### config.mk
export PLATFORM = sky130hd
export DESIGN_NAME = sp1_ope_serial_flat
export DESIGN_NICKNAME = d
export VERILOG_FILES = /design/src/rtl/sp1_ope_serial_if.sv /design/src/rtl/sp1_ope_serial.sv /design/src/flat_wrapper.sv
export SDC_FILE = /design/constraint.sdc
export NUM_CORES = 1
export LEC_CHECK = 0
export CAP_MARGIN = 20
export CORE_ASPECT_RATIO = 0.7
export CORE_MARGIN = 2
export CORE_UTILIZATION = 35
export CTS_CLUSTER_SIZE = 30
export DETAILED_ROUTE_END_ITERATION = 12
export PLACE_DENSITY = 0.57
export SLEW_MARGIN = 20
export SYNTH_ARGS = -nofsm -noshare
export SYNTH_HDL_FRONTEND = slang
export SYNTH_SLANG_ARGS = --single-unit
export TNS_END_PERCENT = 1
### constraint.sdc
create_clock -name clk -period 4.4 [get_ports clk]
set_input_delay 0.44 -clock clk [delete_from_list [all_inputs] [get_ports clk]]
set_output_delay 0.44 -clock clk [all_outputs]
set_load 0.005 [all_outputs]
### src/rtl/sp1_ope_serial_if.sv
// Request/response bundle for the chunk-serial sp1 operator.
// The master issues operations and consumes results; the slave is the unit.
interface sp1_ope_serial_if #(
  parameter int unsigned DW = 32
);
  logic          req_valid;
  logic          req_ready;
  logic [2:0]    op;
  logic [DW-1:0] a;
  logic [DW-1:0] b;
  logic          rsp_valid;
  logic          rsp_ready;
  logic [DW-1:0] y;
  logic          c;
  logic          flag;

  modport master (
    output req_valid, op, a, b, rsp_ready,
    input  req_ready, rsp_valid, y, c, flag
  );

  modport slave (
    input  req_valid, op, a, b, rsp_ready,
    output req_ready, rsp_valid, y, c, flag
  );
endinterface

### src/rtl/sp1_ope_serial.sv
// Chunk-serial sp1 operator: ADD/SUB/INCR/DECR/EQ/GT on a DW-bit operand pair,
// CW bits per clock, LSB chunk first, with a registered carry and equality chain.
module sp1_ope_serial #(
  parameter int unsigned DW = 32,
  parameter int unsigned CW = 8
) (
  input logic             clk,
  input logic             rst,
  sp1_ope_serial_if.slave bus
);
  localparam int unsigned NCH = DW / CW;
  localparam int unsigned IW  = (NCH > 1) ? $clog2(NCH) : 1;
  localparam logic [IW-1:0] LastIdx = IW'(NCH - 1);

  localparam logic [2:0] OpAdd  = 3'd0;
  localparam logic [2:0] OpSub  = 3'd1;
  localparam logic [2:0] OpIncr = 3'd2;
  localparam logic [2:0] OpDecr = 3'd3;
  localparam logic [2:0] OpEq   = 3'd4;
  localparam logic [2:0] OpGt   = 3'd5;

  typedef enum logic [1:0] {StIdle, StCalc, StDone} state_e;

  state_e        state_q, state_d;
  logic [IW-1:0] idx_q, idx_d;
  logic [2:0]    op_q, op_d;
  logic [DW-1:0] a_q, a_d, b_q, b_d;
  logic [DW-1:0] y_q, y_d;
  logic          c_q, c_d;
  logic          flag_q, flag_d;
  logic          carry_q, carry_d;
  logic          eq_q, eq_d;

  logic [CW-1:0] a_k, b_k, bp_k;
  logic [CW:0]   sum;
  logic          eq_new;
  logic [DW-1:0] y_full;
  logic          cin_in;

  // Current chunk of each operand, the effective second operand and the chunk sum.
  always_comb begin
    a_k = a_q[int'(idx_q)*CW +: CW];
    b_k = b_q[int'(idx_q)*CW +: CW];
    case (op_q)
      OpAdd:              bp_k = b_k;
      OpSub, OpEq, OpGt:  bp_k = ~b_k;
      OpIncr:             bp_k = '0;
      OpDecr:             bp_k = '1;
      default:            bp_k = '0;
    endcase
    sum    = {1'b0, a_k} + {1'b0, bp_k} + (CW+1)'(carry_q);
    eq_new = eq_q & (a_k == b_k);
    y_full = y_q;
    y_full[int'(idx_q)*CW +: CW] = sum[CW-1:0];
  end

  // Carry-in seeded at acceptance; SUB/INCR/EQ/GT need +1 for two's complement.
  always_comb begin
    case (bus.op)
      OpSub, OpIncr, OpEq, OpGt: cin_in = 1'b1;
      default:                   cin_in = 1'b0;
    endcase
  end

  // Next-state logic: accept, step chunks, finalise, wait for the response handshake.
  always_comb begin
    state_d = state_q;
    idx_d   = idx_q;
    op_d    = op_q;
    a_d     = a_q;
    b_d     = b_q;
    y_d     = y_q;
    c_d     = c_q;
    flag_d  = flag_q;
    carry_d = carry_q;
    eq_d    = eq_q;
    unique case (state_q)
      StIdle: begin
        if (bus.req_valid) begin
          op_d    = bus.op;
          a_d     = bus.a;
          b_d     = bus.b;
          idx_d   = '0;
          carry_d = cin_in;
          eq_d    = 1'b1;
          state_d = StCalc;
        end
      end
      StCalc: begin
        if (idx_q == LastIdx) begin
          state_d = StDone;
          case (op_q)
            OpAdd, OpIncr: begin
              y_d    = y_full;
              c_d    = sum[CW];
              flag_d = (y_full == '0);
            end
            OpSub, OpDecr: begin
              y_d    = y_full;
              c_d    = ~sum[CW];
              flag_d = (y_full == '0);
            end
            OpEq: begin
              y_d    = '0;
              c_d    = 1'b0;
              flag_d = eq_new;
            end
            OpGt: begin
              y_d    = '0;
              c_d    = 1'b0;
              flag_d = sum[CW] & ~eq_new;
            end
            default: begin
              y_d    = '0;
              c_d    = 1'b0;
              flag_d = 1'b0;
            end
          endcase
        end else begin
          y_d     = y_full;
          carry_d = sum[CW];
          eq_d    = eq_new;
          idx_d   = idx_q + 1'b1;
        end
      end
      StDone: begin
        if (bus.rsp_ready) state_d = StIdle;
      end
      default: state_d = StIdle;
    endcase
  end

  // State register with synchronous reset; a reset mid-operation drops the result.
  always_ff @(posedge clk) begin
    if (rst) begin
      state_q <= StIdle;
      idx_q   <= '0;
      op_q    <= '0;
      a_q     <= '0;
      b_q     <= '0;
      y_q     <= '0;
      c_q     <= 1'b0;
      flag_q  <= 1'b0;
      carry_q <= 1'b0;
      eq_q    <= 1'b0;
    end else begin
      state_q <= state_d;
      idx_q   <= idx_d;
      op_q    <= op_d;
      a_q     <= a_d;
      b_q     <= b_d;
      y_q     <= y_d;
      c_q     <= c_d;
      flag_q  <= flag_d;
      carry_q <= carry_d;
      eq_q    <= eq_d;
    end
  end

  // Handshake and result outputs; req_ready is held low for the whole reset.
  always_comb begin
    bus.req_ready = (state_q == StIdle) & ~rst;
    bus.rsp_valid = (state_q == StDone);
    bus.y         = y_q;
    bus.c         = c_q;
    bus.flag      = flag_q;
  end
endmodule

### src/flat_wrapper.sv
// flat-port wrapper written by rule: the top's interface ports become plain ports
module sp1_ope_serial_flat 
#(
  parameter int unsigned DW = 32,
  parameter int unsigned CW = 8
)
  (clk, rst, bus_req_valid, bus_op, bus_a, bus_b, bus_rsp_ready, bus_req_ready, bus_rsp_valid, bus_y, bus_c, bus_flag);
  sp1_ope_serial_if #(.DW(DW)) bus_i ();
  input logic clk;
  input logic rst;
  input wire logic [$bits(bus_i.req_valid)-1:0] bus_req_valid;
  input wire logic [$bits(bus_i.op)-1:0] bus_op;
  input wire logic [$bits(bus_i.a)-1:0] bus_a;
  input wire logic [$bits(bus_i.b)-1:0] bus_b;
  input wire logic [$bits(bus_i.rsp_ready)-1:0] bus_rsp_ready;
  output wire logic [$bits(bus_i.req_ready)-1:0] bus_req_ready;
  output wire logic [$bits(bus_i.rsp_valid)-1:0] bus_rsp_valid;
  output wire logic [$bits(bus_i.y)-1:0] bus_y;
  output wire logic [$bits(bus_i.c)-1:0] bus_c;
  output wire logic [$bits(bus_i.flag)-1:0] bus_flag;
  assign bus_i.req_valid = bus_req_valid;
  assign bus_i.op = bus_op;
  assign bus_i.a = bus_a;
  assign bus_i.b = bus_b;
  assign bus_i.rsp_ready = bus_rsp_ready;
  assign bus_req_ready = bus_i.req_ready;
  assign bus_rsp_valid = bus_i.rsp_valid;
  assign bus_y = bus_i.y;
  assign bus_c = bus_i.c;
  assign bus_flag = bus_i.flag;
  sp1_ope_serial #(.DW(DW), .CW(CW)) u_core (.clk(clk), .rst(rst), .bus(bus_i));
endmodule
==> flow_summary.toml <==
[outcome]
status = "complete, no violations"

[synth]
synthFlopType = "dfxtp_1"
synth_cell_types = 46
async_reset_ff_share_pct = 0
synthDominantCellAreaShare_pct = 41.53
yosys_warnings = 0
synth_edf_count = 0
ys_ff_latch = 107
synth.cell_area_mm2 = 0.005157
synthTopCellsByArea = "dfxtp_1, nand2_1, a21oi_1"
synth_fp_nets = 700
synth_top_cells_by_count = "nand2_1, dfxtp_1, a21oi_1"
synth_most_common_cell = "nand2_1"
ys_seq_area_share_pct = 41.53
syn_avg_cell_area_um2 = 8.400
yosys.area.top_type = "dfxtp_1"
syn_inst = 614

[setup_path]
criticalPathCategory = "reg -> reg"
cp_top_family = "compound AO/OA/AOI/OAI gates"
path_max_fanout = 5
critPathMostFrequentCell = "fa_1"
cp_cell_sequence = "mux4_2 > mux2i_1 > o21ai_1 > fa_1 > fa_1 > a211o_1 > a211oi_1 > nor2_1 > xor2_1 > o32ai_1 > o2111ai_1 > o211ai_1"
path_buf_inv = 0
worst_path_largest_cell_delay_ns = 0.54
crit_slowest_cell = "mux4_2"
worst_ep_arrival_time_ns = 4.06
cp.required_ns = 4.61
critPathLaunchType = "flip-flop"
cp-end-kind = "flip-flop"

[sta]
setup_viol_count_final = 0
max_freq_mhz = 259.9
timing.final.crit_period_ns = 3.848
clock_skew_ns = 0.007308
final-hold-violation-count = 0
rsz0062_at_grt = "false"
worst_pin_slew_ns = 1.096
fin_tns_setup_ns = 0
post-route-period-util_pct = 87.45
slew_violations = 0
maxSlewHeadroom_pct = 26.40

[global_route]
grt_max_degree = 111
grt_remaining_overflow = 0
grt_usage_pct = 19.90
grt_pass1_vias = 4583
grt_pass1_wl_um = 24590
antenna_found_initial = 0

[placed_design]
placed_area_mm2 = 0.006360
portBuffers = 106
gp_congestion = 0.9500
post-dp-hpwl_um = 11240

[cts]
post_cts_buffers = 0
clkLatencyLatePin_ns = 0.35
cts_resized = 0
cts_made_buffers = 9
cts_tree = "done"
htree_levels = 3
ctsLongestPathBuffers = 2
cts_sinks = 107
cts.clk_slew.worst_paths_ns = 0.07
cts_hold_buf = 0
root_buffer = "clkbuf_16"

[layout]
multi_input_area_mm2 = 0.002833
seq_area_mm2 = 0.002142
synthToLayoutAreaGrowth_pct = 29.16
fillers = 1438
final_cell_area_mm2 = 0.006661
drive_above_1_share_pct = 6.223
antennaDiodeCount = 0
final_nets = 788

[route]
drc_errors = 0
avgViaCountPerCell = 5.327
routed_wl_um = 15320
via_count = 4805
drtAntennaViolNets = 0
dr.pass1.iters = 5
post_drt_wl_per_cell_um = 16.99
drt_iter0_drc = 364

[hold_path]
hold_class = "reg -> reg"

[run]
drv_cap = 0

[floorplan]
core_mm2 = 0.01454
die-area_mm2 = 0.01574
die_h_um = 105.6
die_w_um = 149.1
start_util_pct = 35.48
rows = 37
pin_count = 107

[power]
leakage_nw = 2.463
peakVddDrop_mv = 0.1727
powerDensity_mw_per_mm2 = 350.1
==> layout make-up <==
| type | count | area share (%) |
|---|---|---|
| Clock buffer | 11 | 3.794 |
| Clock inverter | 5 | 0.6762 |
| Inverter | 4 | 0.2254 |
| Multi-Input combinational cell | 465 | 42.52 |
| Sequential cell | 107 | 32.16 |
| Tap cell | 195 | 3.663 |
| Timing Repair Buffer | 115 | 16.96 |
==> registers in the layout (all words and copies together) (netlist names) <==
signal and cells:
u_core.a_q 32, u_core.b_q 32, u_core.bus.c 1, u_core.bus.flag 1, u_core.bus.y 32, u_core.carry_q 1
u_core.eq_q 1, u_core.idx_q 2, u_core.op_q 3, u_core.state_q 2
==> tightest hold or removal path: stages, from the launching register on <==
cell	delay, ns
dfxtp_1	0.31
nand2_1	0.05
a21oi_1	0.05
==> worst paths after layout <==
kind | cells past startpoint | endpoint | startpoint | slack (ns)
hold reg to reg | 2 | u_core.b_q[23] | u_core.b_q[23] | 0.45
hold / removal | 2 | u_core.b_q[23] | u_core.b_q[23] | 0.45
setup reg to reg | 12 | u_core.bus.flag | u_core.idx_q[0] | 0.55
setup / recovery | 12 | u_core.bus.flag | u_core.idx_q[0] | 0.55
==> metal layers <==
metal	share of wire, %	wire, um	track usage (%)
met1	51	7762	30.43
met2	42	6451	28.47
met3	6.5	993	4.329
met4	0.75	115	4.422
met5	0	0	0
==> stage by stage <==
| step | total power, mW | instances | hold WS, ns | util, % | worst slack (ns) |
|---|---|---|---|---|---|
| 2_1_floorplan | 1.359 | 614 | 0.4315 | - | 0.5269 |
| 3_3_place_gp | 1.549 | 886 | 0.4368 | 43.75 | 0.6945 |
| 3_5_place_dp | 1.553 | 886 | 0.4437 | 43.75 | 0.6204 |
| 4_1_cts | 2.344 | 902 | 0.4543 | 45.80 | 0.5685 |
| 5_1_grt | 2.438 | 902 | 0.4770 | 45.83 | 0.2247 |
| 6_report | 2.332 | 902 | 0.4537 | 45.83 | 0.5520 |
==> report_power, final <==
part | leakage (nW) | total [mW] | internal [mW] | switching [mW]
combinational | 1.45 | 0.487 | 0.204 | 0.283
clock | 0.144 | 0.795 | 0.422 | 0.373
sequential | 0.874 | 1.05 | 1.01 | 0.0349
==> cell families (layout without fill, tap and decap cells) <==
| family | count (synthesis) | in the layout | synth area share, % |
|---|---|---|---|
| and+or+nand+nor | 237 | 237 | 18.95 |
| DFF | 107 | 107 | 41.53 |
| buffers and inverters | 42 | 135 | 3.615 |
| xor gates and xnor gates | 20 | 20 | 3.396 |
| adders and majority gates | 15 | 15 | 3.930 |
| AOI/OAI and AO/OA | 167 | 167 | 19.02 |
| muxes | 26 | 26 | 9.559 |
==> cell usage in the layout (no fill, tap or decap), drive strengths merged, types with 2 or more instances in the layout <==
master / n
nand2: 145
dfxtp: 107
clkdlybuf4s50: 105
a21oi: 84
nor2: 58
a22oi: 34
o21ai: 28
mux4: 18
xor2: 16
ha: 13
clkbuf: 11
buf: 10
nor3: 9
mux2i: 8
nor4: 6
a211oi: 5
inv: 5
nand2b: 4
xnor2: 4
nand3b: 3
clkinv: 3
nor2b: 2
o21a: 2
o21bai: 2
a21o: 2
o2bb2ai: 2
o211ai: 2
nor4b: 2
fa: 2
and2: 2
Note: power is estimated with default switching activity, not from simulation.
